--- config.mk ---
export PLATFORM = sky130hd
export DESIGN_NAME = pipe_stage_skid
export DESIGN_NICKNAME = d
export VERILOG_FILES = /design/src/rtl/pipe_pkg.sv /design/src/rtl/pipe_slot.sv /design/src/rtl/pipe_stage_skid.sv
export SDC_FILE = /design/constraint.sdc
export NUM_CORES = 1
export LEC_CHECK = 0
export ABC_CLOCK_PERIOD_IN_PS = 4200
export BUFFER_PORTS_ARGS = -buffer_cell sky130_fd_sc_hd__clkbuf_2
export CAP_MARGIN = 15
export CORE_MARGIN = 2
export CORE_UTILIZATION = 40
export DETAILED_ROUTE_END_ITERATION = 7
export GPL_TIMING_DRIVEN = 0
export HOLD_SLACK_MARGIN = 0.03
export SYNTH_ARGS = -nofsm -noshare
export SYNTH_HDL_FRONTEND = slang
export SYNTH_SLANG_ARGS = --single-unit
--- constraint.sdc ---
create_clock -name clk -period 4.2 [get_ports clk]
set_input_delay 0.84 -clock clk [delete_from_list [all_inputs] [get_ports clk]]
set_output_delay 0.84 -clock clk [all_outputs]
set_load 0.1 [all_outputs]
--- src/rtl/pipe_pkg.sv ---
// Shared definitions for the generic pipeline-stage register: per-stage
// payload widths, the bubble value, the resync marker encoding and the
// ID/EX field layout used to pack and unpack that stage's payload.
package pipe_pkg;

  // Field widths of the ID/EX payload
  localparam int T_W   = 6;
  localparam int ST_W  = 6;
  localparam int SST_W = 6;
  localparam int N_W   = 5;
  localparam int WA_W  = 5;
  localparam int WE_W  = 1;
  localparam int NN_W  = 16;
  localparam int PC_W  = 32;

  // Bit offsets of each ID/EX field, least significant field first
  localparam int T_LSB   = 0;
  localparam int ST_LSB  = T_LSB + T_W;
  localparam int SST_LSB = ST_LSB + ST_W;
  localparam int N1_LSB  = SST_LSB + SST_W;
  localparam int N2_LSB  = N1_LSB + N_W;
  localparam int WA_LSB  = N2_LSB + N_W;
  localparam int WE_LSB  = WA_LSB + WA_W;
  localparam int NN_LSB  = WE_LSB + WE_W;
  localparam int PC_LSB  = NN_LSB + NN_W;
  localparam int PPC_LSB = PC_LSB + PC_W;
  localparam int NPC_LSB = PPC_LSB + PC_W;

  // Default payload widths for each stage boundary
  localparam int IFID_W  = 3 * PC_W;
  localparam int IDEX_W  = NPC_LSB + PC_W;
  localparam int EXMEM_W = T_W + WA_W + WE_W + 3 * PC_W;
  localparam int MEMWB_W = T_W + WA_W + WE_W + 2 * PC_W;

  // A bubble carries an all-zero payload, so its write enable is low
  localparam logic [IDEX_W-1:0] IDEX_BUBBLE = '0;

  // A beat whose t[1:0] matches this pattern resynchronises shadow mode
  localparam logic [1:0] RESYNC_MASK  = 2'b11;
  localparam logic [1:0] RESYNC_VALUE = 2'b10;

  // Shadow mode is a two-state machine
  typedef enum logic {
    SHADOW_OFF = 1'b0,
    SHADOW_ON  = 1'b1
  } shadowState_e;

  // Unpacked view of the ID/EX payload
  typedef struct packed {
    logic [PC_W-1:0]  npc;
    logic [PC_W-1:0]  ppc;
    logic [PC_W-1:0]  pc;
    logic [NN_W-1:0]  nn;
    logic [WE_W-1:0]  we;
    logic [WA_W-1:0]  wa;
    logic [N_W-1:0]   n2;
    logic [N_W-1:0]   n1;
    logic [SST_W-1:0] sst;
    logic [ST_W-1:0]  st;
    logic [T_W-1:0]   t;
  } idexFields_t;

  // True when an opcode field marks a resync beat
  function automatic logic isResync(input logic [T_W-1:0] t);
    logic [1:0] low;
    low = t[1:0];
    return (low & RESYNC_MASK) == RESYNC_VALUE;
  endfunction

  // Packs ID/EX fields into the flat payload using the offsets above
  function automatic logic [IDEX_W-1:0] packIdex(input idexFields_t f);
    logic [IDEX_W-1:0] p;
    p = '0;
    p[T_LSB   +: T_W]   = f.t;
    p[ST_LSB  +: ST_W]  = f.st;
    p[SST_LSB +: SST_W] = f.sst;
    p[N1_LSB  +: N_W]   = f.n1;
    p[N2_LSB  +: N_W]   = f.n2;
    p[WA_LSB  +: WA_W]  = f.wa;
    p[WE_LSB  +: WE_W]  = f.we;
    p[NN_LSB  +: NN_W]  = f.nn;
    p[PC_LSB  +: PC_W]  = f.pc;
    p[PPC_LSB +: PC_W]  = f.ppc;
    p[NPC_LSB +: PC_W]  = f.npc;
    return p;
  endfunction

  // Recovers ID/EX fields from the flat payload
  function automatic idexFields_t unpackIdex(input logic [IDEX_W-1:0] p);
    idexFields_t f;
    f.t   = p[T_LSB   +: T_W];
    f.st  = p[ST_LSB  +: ST_W];
    f.sst = p[SST_LSB +: SST_W];
    f.n1  = p[N1_LSB  +: N_W];
    f.n2  = p[N2_LSB  +: N_W];
    f.wa  = p[WA_LSB  +: WA_W];
    f.we  = p[WE_LSB  +: WE_W];
    f.nn  = p[NN_LSB  +: NN_W];
    f.pc  = p[PC_LSB  +: PC_W];
    f.ppc = p[PPC_LSB +: PC_W];
    f.npc = p[NPC_LSB +: PC_W];
    return f;
  endfunction

endpackage

--- src/rtl/pipe_slot.sv ---
// One storage slot of a pipeline stage: a valid bit plus payload.
// Clear wins over load; otherwise the slot holds. A cleared slot also
// zeroes its payload so an empty slot never carries stale data.
module pipe_slot
  import pipe_pkg::*;
#(
  parameter int W = IDEX_W
) (
  input  logic         clk_i,
  input  logic         rst_ni,
  input  logic         load_i,
  input  logic         clear_i,
  input  logic [W-1:0] data_i,
  output logic         valid_o,
  output logic [W-1:0] data_o
);

  logic         valid_q, valid_d;
  logic [W-1:0] data_q,  data_d;

  // Next slot contents: clear beats load, load beats hold
  always_comb begin
    valid_d = valid_q;
    data_d  = data_q;
    if (clear_i) begin
      valid_d = 1'b0;
      data_d  = '0;
    end else if (load_i) begin
      valid_d = 1'b1;
      data_d  = data_i;
    end
  end

  // Slot register, emptied by the asynchronous reset
  always_ff @(posedge clk_i or negedge rst_ni) begin
    if (!rst_ni) begin
      valid_q <= 1'b0;
      data_q  <= '0;
    end else begin
      valid_q <= valid_d;
      data_q  <= data_d;
    end
  end

  assign valid_o = valid_q;
  assign data_o  = data_q;

endmodule

--- src/rtl/pipe_stage_skid.sv ---
// Generic valid/ready pipeline stage with an optional two-entry skid
// buffer, a global stall, a one-cycle flush and a sticky shadow mode that
// swallows beats until a resync-marked beat arrives.
module pipe_stage_skid
  import pipe_pkg::*;
#(
  parameter int PAYLOAD_W = IDEX_W,
  parameter bit SKID      = 1'b1,
  parameter int CNT_W     = 32
) (
  input  logic                 clk,
  input  logic                 rst,
  input  logic                 in_valid,
  output logic                 in_ready,
  input  logic [PAYLOAD_W-1:0] in_data,
  input  logic                 in_resync,
  output logic                 out_valid,
  input  logic                 out_ready,
  output logic [PAYLOAD_W-1:0] out_data,
  input  logic                 stall,
  input  logic                 flush,
  input  logic                 shadow_set,
  output logic                 shadow,
  output logic [CNT_W-1:0]     beat_cnt
);

  localparam logic [PAYLOAD_W-1:0] BUBBLE = '0;

  logic                 mainValid, skidValid;
  logic [PAYLOAD_W-1:0] mainData,  skidData;
  logic                 accept, drain, discard, store;
  logic                 mainLoad, mainClear, mainFromSkid;
  logic                 skidLoad, skidClear;
  logic [PAYLOAD_W-1:0] mainIn;

  shadowState_e         shadowState_q, shadowState_d;
  logic [CNT_W-1:0]     beatCnt_q, beatCnt_d;

  // Handshake terms; with the skid buffer, in_ready depends only on state
  always_comb begin
    in_ready = 1'b0;
    if (SKID) begin
      in_ready = rst & ~skidValid & ~stall;
    end else begin
      in_ready = rst & ~stall & (~mainValid | out_ready);
    end
    accept  = in_valid & in_ready;
    drain   = mainValid & out_ready & ~stall;
    discard = accept & ((shadowState_q == SHADOW_ON) | shadow_set | flush);
    store   = accept & ~discard;
  end

  // Slot steering: flush empties everything, otherwise keep FIFO order
  always_comb begin
    mainLoad     = 1'b0;
    mainClear    = 1'b0;
    mainFromSkid = 1'b0;
    skidLoad     = 1'b0;
    skidClear    = 1'b0;
    if (flush) begin
      mainClear = 1'b1;
      skidClear = 1'b1;
    end else if (drain && skidValid) begin
      mainLoad     = 1'b1;
      mainFromSkid = 1'b1;
      skidClear    = 1'b1;
    end else if (store && (!mainValid || drain)) begin
      mainLoad = 1'b1;
    end else if (store) begin
      skidLoad = 1'b1;
    end else if (drain) begin
      mainClear = 1'b1;
    end
    mainIn = mainFromSkid ? skidData : in_data;
  end

  pipe_slot #(
    .W(PAYLOAD_W)
  ) u_mainSlot (
    .clk_i  (clk),
    .rst_ni (rst),
    .load_i (mainLoad),
    .clear_i(mainClear),
    .data_i (mainIn),
    .valid_o(mainValid),
    .data_o (mainData)
  );

  generate
    if (SKID) begin : g_skid
      pipe_slot #(
        .W(PAYLOAD_W)
      ) u_skidSlot (
        .clk_i  (clk),
        .rst_ni (rst),
        .load_i (skidLoad),
        .clear_i(skidClear),
        .data_i (in_data),
        .valid_o(skidValid),
        .data_o (skidData)
      );
    end else begin : g_noSkid
      assign skidValid = 1'b0;
      assign skidData  = BUBBLE;
    end
  endgenerate

  // Shadow next state: set wins over the resync clear; stall freezes it
  always_comb begin
    shadowState_d = shadowState_q;
    if (!stall || flush) begin
      if (shadow_set) begin
        shadowState_d = SHADOW_ON;
      end else if (shadowState_q == SHADOW_ON && accept && in_resync) begin
        shadowState_d = SHADOW_OFF;
      end
    end
  end

  // Shadow state register
  always_ff @(posedge clk or negedge rst) begin
    if (!rst) begin
      shadowState_q <= SHADOW_OFF;
    end else begin
      shadowState_q <= shadowState_d;
    end
  end

  // Count only beats that were actually stored, wrapping naturally
  always_comb begin
    beatCnt_d = beatCnt_q;
    if (store) begin
      beatCnt_d = beatCnt_q + CNT_W'(1);
    end
  end

  // Beat counter register
  always_ff @(posedge clk or negedge rst) begin
    if (!rst) begin
      beatCnt_q <= '0;
    end else begin
      beatCnt_q <= beatCnt_d;
    end
  end

  // Outputs: an empty main slot presents an all-zero bubble
  always_comb begin
    out_valid = mainValid;
    out_data  = mainValid ? mainData : BUBBLE;
    shadow    = (shadowState_q == SHADOW_ON);
    beat_cnt  = beatCnt_q;
  end

endmodule
==> Yosys cells after proc, flatten, opt, wreduce, memory -nomap -nowiden <==
Cells that the tools add are included.
{ "word_totals": {"ff_bits": 327, "in_bits": 154, "out_inout_bits": 181, "elab_cells": 58} }
{ "classes": {"addsub": 1, "n_mux": 27, "bitwise": 12, "reduce_logical": 12} }
{ "ops": {"columns": ["op", "count"], "rows": [
  ["$mux W146", 6],
  ["$add A32 B1 Y32 const B", 1],
  ["$mux W1", 21],
  ["$and A1 B1 Y1", 7],
  ["$reduce_bool A2 Y1", 3],
  ["$logic_and A1 B1 Y1", 4],
  ["$not A1 Y1", 3],
  ["$logic_not A1 Y1", 2],
  ["$logic_or A1 B1 Y1", 2],
  ["$or A1 B1 Y1", 2],
  ["$reduce_and A2 Y1", 1]
]} }

==> Longest topological paths before layout <==
{ "depth": {"depth_word": 13, "depth_mapped": 8, "ltp_nobuf": 5} }

==> Cells and area by module <==
A second synthesis with hierarchy kept.
{ "hier_totals": {"hier_cells": 1431, "area_unflattened_um2": 16584.7} }
{ "by_module_without_submodules": {"columns": ["mod", "instances", "cells_each", "area_each_um2", "seq_area_each_um2"], "rows": [
  ["pipe_slot", 2, 474, 6070.8, 3678.5],
  ["pipe_stage_skid", 1, 483, 4443.0, 825.8]
]} }

==> Worst setup path before layout <==
OpenSTA, ideal clock, no wires.
{ "synth_timing": {"path_type": "input port to output port", "startpoint": "input stall", "endpoint": "output in_ready", "arrival_time_ns": 3.052, "required_time_ns": 3.360, "path_slack_ns": 0.308, "stages": 1, "path_buffers": 0, "cell_sequence": "nor3b_1"} }
{ "synth_between": {"elab_chain_len": 2} }
{ "synth_rtl": {"columns": ["element", "line_no", "text"], "rows": [
  ["start: declaration", "pipe_stage_skid.sv:20", "input logic stall,"],
  ["$not A1 Y1", "pipe_stage_skid.sv:43", "in_ready = rst & ~skidValid & ~stall;"],
  ["$and A1 B1 Y1", "pipe_stage_skid.sv:43", null],
  ["end: declaration", "pipe_stage_skid.sv:14", "output logic in_ready,"]
]} }
Every way passes these cells.

==> Worst setup path after layout <==
{ "layout_timing": {"startpoint": "register u_mainSlot.valid_q (netlist: u_mainSlot.valid_o)", "endpoint": "output out_data[110]"} }
{ "layout_between": {"elab_chain_len": 1} }
{ "layout_rtl": {"columns": ["element", "line_no", "text"], "rows": [
  ["start: declaration", "pipe_slot.sv:18", "logic valid_q, valid_d;"],
  ["start signal: assignment", "pipe_slot.sv:40", "valid_q <= valid_d;"],
  ["$mux W146", "pipe_stage_skid.sv:149", "out_data = mainValid ? mainData : BUBBLE;"],
  ["end: declaration", "pipe_stage_skid.sv:19", "output logic [PAYLOAD_W-1:0] out_data,"]
]} }
Every way passes these cells.

==> summary.log <==
[sta] setup repair after global routing missed its margin false
[synth] warning count from the yosys run 0
[clock_network] hold buffer count at CTS 0
[power] power per standard cell area 376.1 nW/um^2
[clock_network] number of buffers added for setup after CTS 0
[critical_path] critical path's largest stage delay 0.85 ns
[clock_network] clock input transition at the sequential cells of the worst setup and hold paths 0.06 ns
[detailed_routing] Starting DRT DRC Count 679
[clock_network] latest clock arrival within the worst-skew pair 0.52 ns
[sta] crit share post-route 0.9065
[floorplanning] height of the die 194.4 um
[power] sequential share of power 0.465
[detailed_routing] first-pass iteration count of the detailed router 8
[detailed_routing] total via count in the routed design 11060
[cells_and_area] final std cell area, no fill 18110 um^2
[sta] Final Max Tran Viols 0
[critical_path] endpoint kind of the worst setup timing path primary output
[run_status] violated checks design-rule violations
[floorplanning] placeable core area 35660 um^2
[place] Placement Setup Slack 0.7077 ns
[critical_path] source of the worst register-to-register timing path g_skid.u_skidSlot.valid_o
[critical_path] CP arrival 2.97 ns
[critical_path] worst-case reg-to-reg path depth 7
[sta] total setup violations reported at the end of the flow 0
[critical_path] worst flop-to-flop path endpoint u_mainSlot.data_o[102]
[floorplanning] Rows 69
[critical_path] Crit path required time 3.36 ns
[power] clock network fraction of total power 0.489
[place] count of buffers inserted at the top-level ports 334
[critical_path] minimum setup slack among reg-to-reg paths 2.03 ns
[cells_and_area] fraction of layout cells with a size suffix above 1 0.2770
[clock_network] H-tree Lvls 2
[cells_and_area] filler cell count 3339
[clock_network] number of gates given a new drive strength after cts 0
[hold_path] worst min-delay path category input pin to asynchronous set/reset pin
[grt] overall fraction of global-route tracks in use 0.2109
[place] # placed instances 2077
[floorplanning] Top Ports 335
[detailed_routing] ANT nets after route 0
[grt] initial antenna violation count 7
[clock_network] number of clock buffers inserted by TritonCTS 37
[critical_path] dominant cell type by count on the critical path sky130_fd_sc_hd__clkbuf_1
[sta] setup clock skew after layout 0.01153 ns
[power] total internal power 5307 uW
[power] Peak supply drop 242.1 uV
[floorplanning] die width 194.4 um
[synth] Seq cells post-synth 327
[grt] grt ovf 0
[power] net switching power 1505 uW
[sta] relative slew slack 0.2478
[cells_and_area] final instance count without filler cells 2148
[clock_network] clk buf depth 3
[clock_network] CTS root buffer sky130_fd_sc_hd__clkbuf_16
[synth] net count of the mapped netlist 1434
[grt] number of global-route vias before repair 11280
[power] switching power as a share of total power 0.2209
[clock_network] Sink Count 327
[sta] Hold Fails Final Rpt 0
[run_status] result of the run complete, but fails checks
[sta] pin slew with the least headroom to its limit 1.128 ns
[clock_network] CTS tree yes
[grt] pin count of the biggest net entering global routing 110
[floorplanning] Starting Density 0.4067
[detailed_routing] DRC errors left 36
[place] routability-driven placement congestion ratio 0.8271
[synth] Distinct cells, synth 35
[sta] post-layout min period 3.807 ns
[critical_path] ordered list of cells on the worst path buf_2 -> clkbuf_1 -> clkbuf_1 -> and2_1 -> clkbuf_2
[grt] first-pass GRT wire length 63540 um
[sta] Final Worst Setup Slack 0.3926 ns
[detailed_routing] detailed-route wire length 40200 um
[cells_and_area] final layout net count 1810
[cells_and_area] area growth from synthesis to layout 24.92%
[place] total placed instance area 16840 um^2
[synth] gate count after technology mapping 1279
[critical_path] Crit Path Category flip-flop to primary output
[synth] post-synthesis area per instance 11.34 um^2
[power] leakage power 0.008754 uW
[run] count of max-cap constraint violations 0
[detailed_routing] Via-to-Cell Ratio 5.151
[power] overall power 6812 uW
[place] HPWL after detailed placement 27810 um
[synth] synthesized area 14500 um^2
[synth] sequential element share of the synthesized area 0.5643
[power] share of power burned in combinational logic 0.046
[floorplanning] floorplan die area 37790 um^2
[critical_path] startpoint kind of the worst setup timing path flip-flop
[sta] fmax 0.2626 GHz
[critical_path] CP max-delay cell sky130_fd_sc_hd__clkbuf_1
[critical_path] Max Fanout on Critical Path 10
[detailed_routing] routed length per instance 18.71 um
[logic make-up (layout without fill, tap and decap cells)]
kind of cell | Yosys count | count (layout) | synth area share
other | 0 | 8 | 0
multiplexers | 146 | 146 | 0.1008
buffers and inverters | 102 | 502 | 0.04263
adder cells (fa/ha/maj) | 1 | 1 | 0.0008627
AND/OR/NAND/NOR | 373 | 373 | 0.1310
AO/OA/AOI/OAI | 299 | 299 | 0.1417
XOR/XNOR | 31 | 31 | 0.01872
flip-flops | 327 | 327 | 0.5643
[flip-flops by register name (all words and copies together) (netlist names)]
name	flops
g_skid.u_skidSlot.data_o	146
u_mainSlot.data_o	146
beat_cnt	32
g_skid.u_skidSlot.valid_o	1
shadow	1
u_mainSlot.valid_o	1
[cell usage in the layout, fill, tap and decap left out, types with 2 or more instances in the layout]
master / instances
sky130_fd_sc_hd__buf_16: 3
sky130_fd_sc_hd__buf_2: 33
sky130_fd_sc_hd__mux2i_1: 146
sky130_fd_sc_hd__nor3_1: 5
sky130_fd_sc_hd__buf_4: 17
sky130_fd_sc_hd__and3_1: 3
sky130_fd_sc_hd__nand2b_1: 2
sky130_fd_sc_hd__clkbuf_2: 335
sky130_fd_sc_hd__clkbuf_16: 39
sky130_fd_sc_hd__buf_6: 17
sky130_fd_sc_hd__dfrtp_1: 327
sky130_fd_sc_hd__nand4_1: 12
sky130_fd_sc_hd__clkbuf_1: 38
sky130_fd_sc_hd__xor2_1: 6
sky130_fd_sc_hd__o21ai_0: 77
sky130_fd_sc_hd__nand2_1: 164
sky130_fd_sc_hd__clkinv_2: 3
sky130_fd_sc_hd__xnor2_1: 25
sky130_fd_sc_hd__bufinv_16: 3
sky130_fd_sc_hd__and4_1: 4
sky130_fd_sc_hd__a22o_1: 147
sky130_fd_sc_hd__and2_1: 151
sky130_fd_sc_hd__nor2_1: 10
sky130_fd_sc_hd__a21oi_1: 3
sky130_fd_sc_hd__nand3_1: 13
sky130_fd_sc_hd__clkbuf_8: 11
sky130_fd_sc_hd__nor2b_1: 2
sky130_fd_sc_hd__diode_2: 8
sky130_fd_sc_hd__o21ai_1: 70
[worst max path at each step]
stage / to / from / slack (ns)
floorplan: in_ready / stall / 0.31
CTS: out_data[110] / u_mainSlot.valid_o / 0.32
global route: out_data[106] / u_mainSlot.valid_o / 0.25
finish: out_data[110] / u_mainSlot.valid_o / 0.39
global placement: g_skid.u_skidSlot.data_o[105] / rst / -5.18
detailed placement: g_skid.u_skidSlot.data_o[112] / rst / 0.71
[cells in the mapped netlist, drive strengths merged]
library cell	n	area, um^2
or3	1	6.260
xor2	6	52.55
xnor2	25	219.0
nor3b	1	7.510
o21ai	148	744.5
and2	151	944.7
ha	1	12.51
a22o	147	1287
dfrtp	327	8183
nand4	12	75.07
and2b	1	7.510
and4bb	1	12.51
mux2i	146	1461
and3	4	30.03
clkbuf	33	126.4
nor3	5	25.02
inv	1	3.750
nand3	13	65.06
buf	68	488.0
a21oi	3	15.01
nand2b	2	12.51
nand2	165	621.9
and4	4	35.03
nor2b	2	12.51
o21a	1	7.510
nor4	1	6.260
nor2	10	37.54
[routing by layer]
layer  vias to the layer above  track usage  share of wire  routed length, um
li1                       5230            -              -                  -
met1                      5494       0.2953           0.45              18160
met2                       279       0.3272           0.46              18500
met3                        61      0.04564          0.062               2484
met4                         0      0.06866          0.026               1055
met5                         -            0              0                  0
[cell type report]
type,instances,area (um^2),share of cell area
sequential,327,8183,0.4518
clock buffer,56,1140,0.06293
clock inverter,7,113.9,0.006286
inverter,1,3.754,0.0002072
timing repair buffer,337,1763,0.09733
antenna,8,20.02,0.001105
buffer,101,614.3,0.03392
tap,461,576.8,0.03184
multi-input combinational,850,5699,0.3146
[power groups by stage]
stage / registers (uW) / clock network [uW] / logic, uW
2_1_floorplan: 3240 / 0 / 92.9
3_3_place_gp: 3220 / 0 / 308
3_5_place_dp: 3220 / 0 / 322
4_1_cts: 3160 / 3410 / 323
5_1_grt: 3160 / 3540 / 354
6_report: 3160 / 3330 / 316
[worst max-delay path, delay by kind of cell, from the launching register on]
kind / cells / cell delay, ns
buf+inv: 4 / 1.87
flops: 1 / 0.33
simple gates: 1 / 0.24
[stage by stage]
step	util	setup TNS, ns	hold WS, ns
2_1_floorplan	-	0	0.4424
3_3_place_gp	0.4697	-3328.09	0.4555
3_5_place_dp	0.4723	0	0.4625
4_1_cts	0.5075	0	0.2773
5_1_grt	0.5079	0	0.2783
6_report	0.5080	0	0.2658
(Power assumes the default switching activity.)
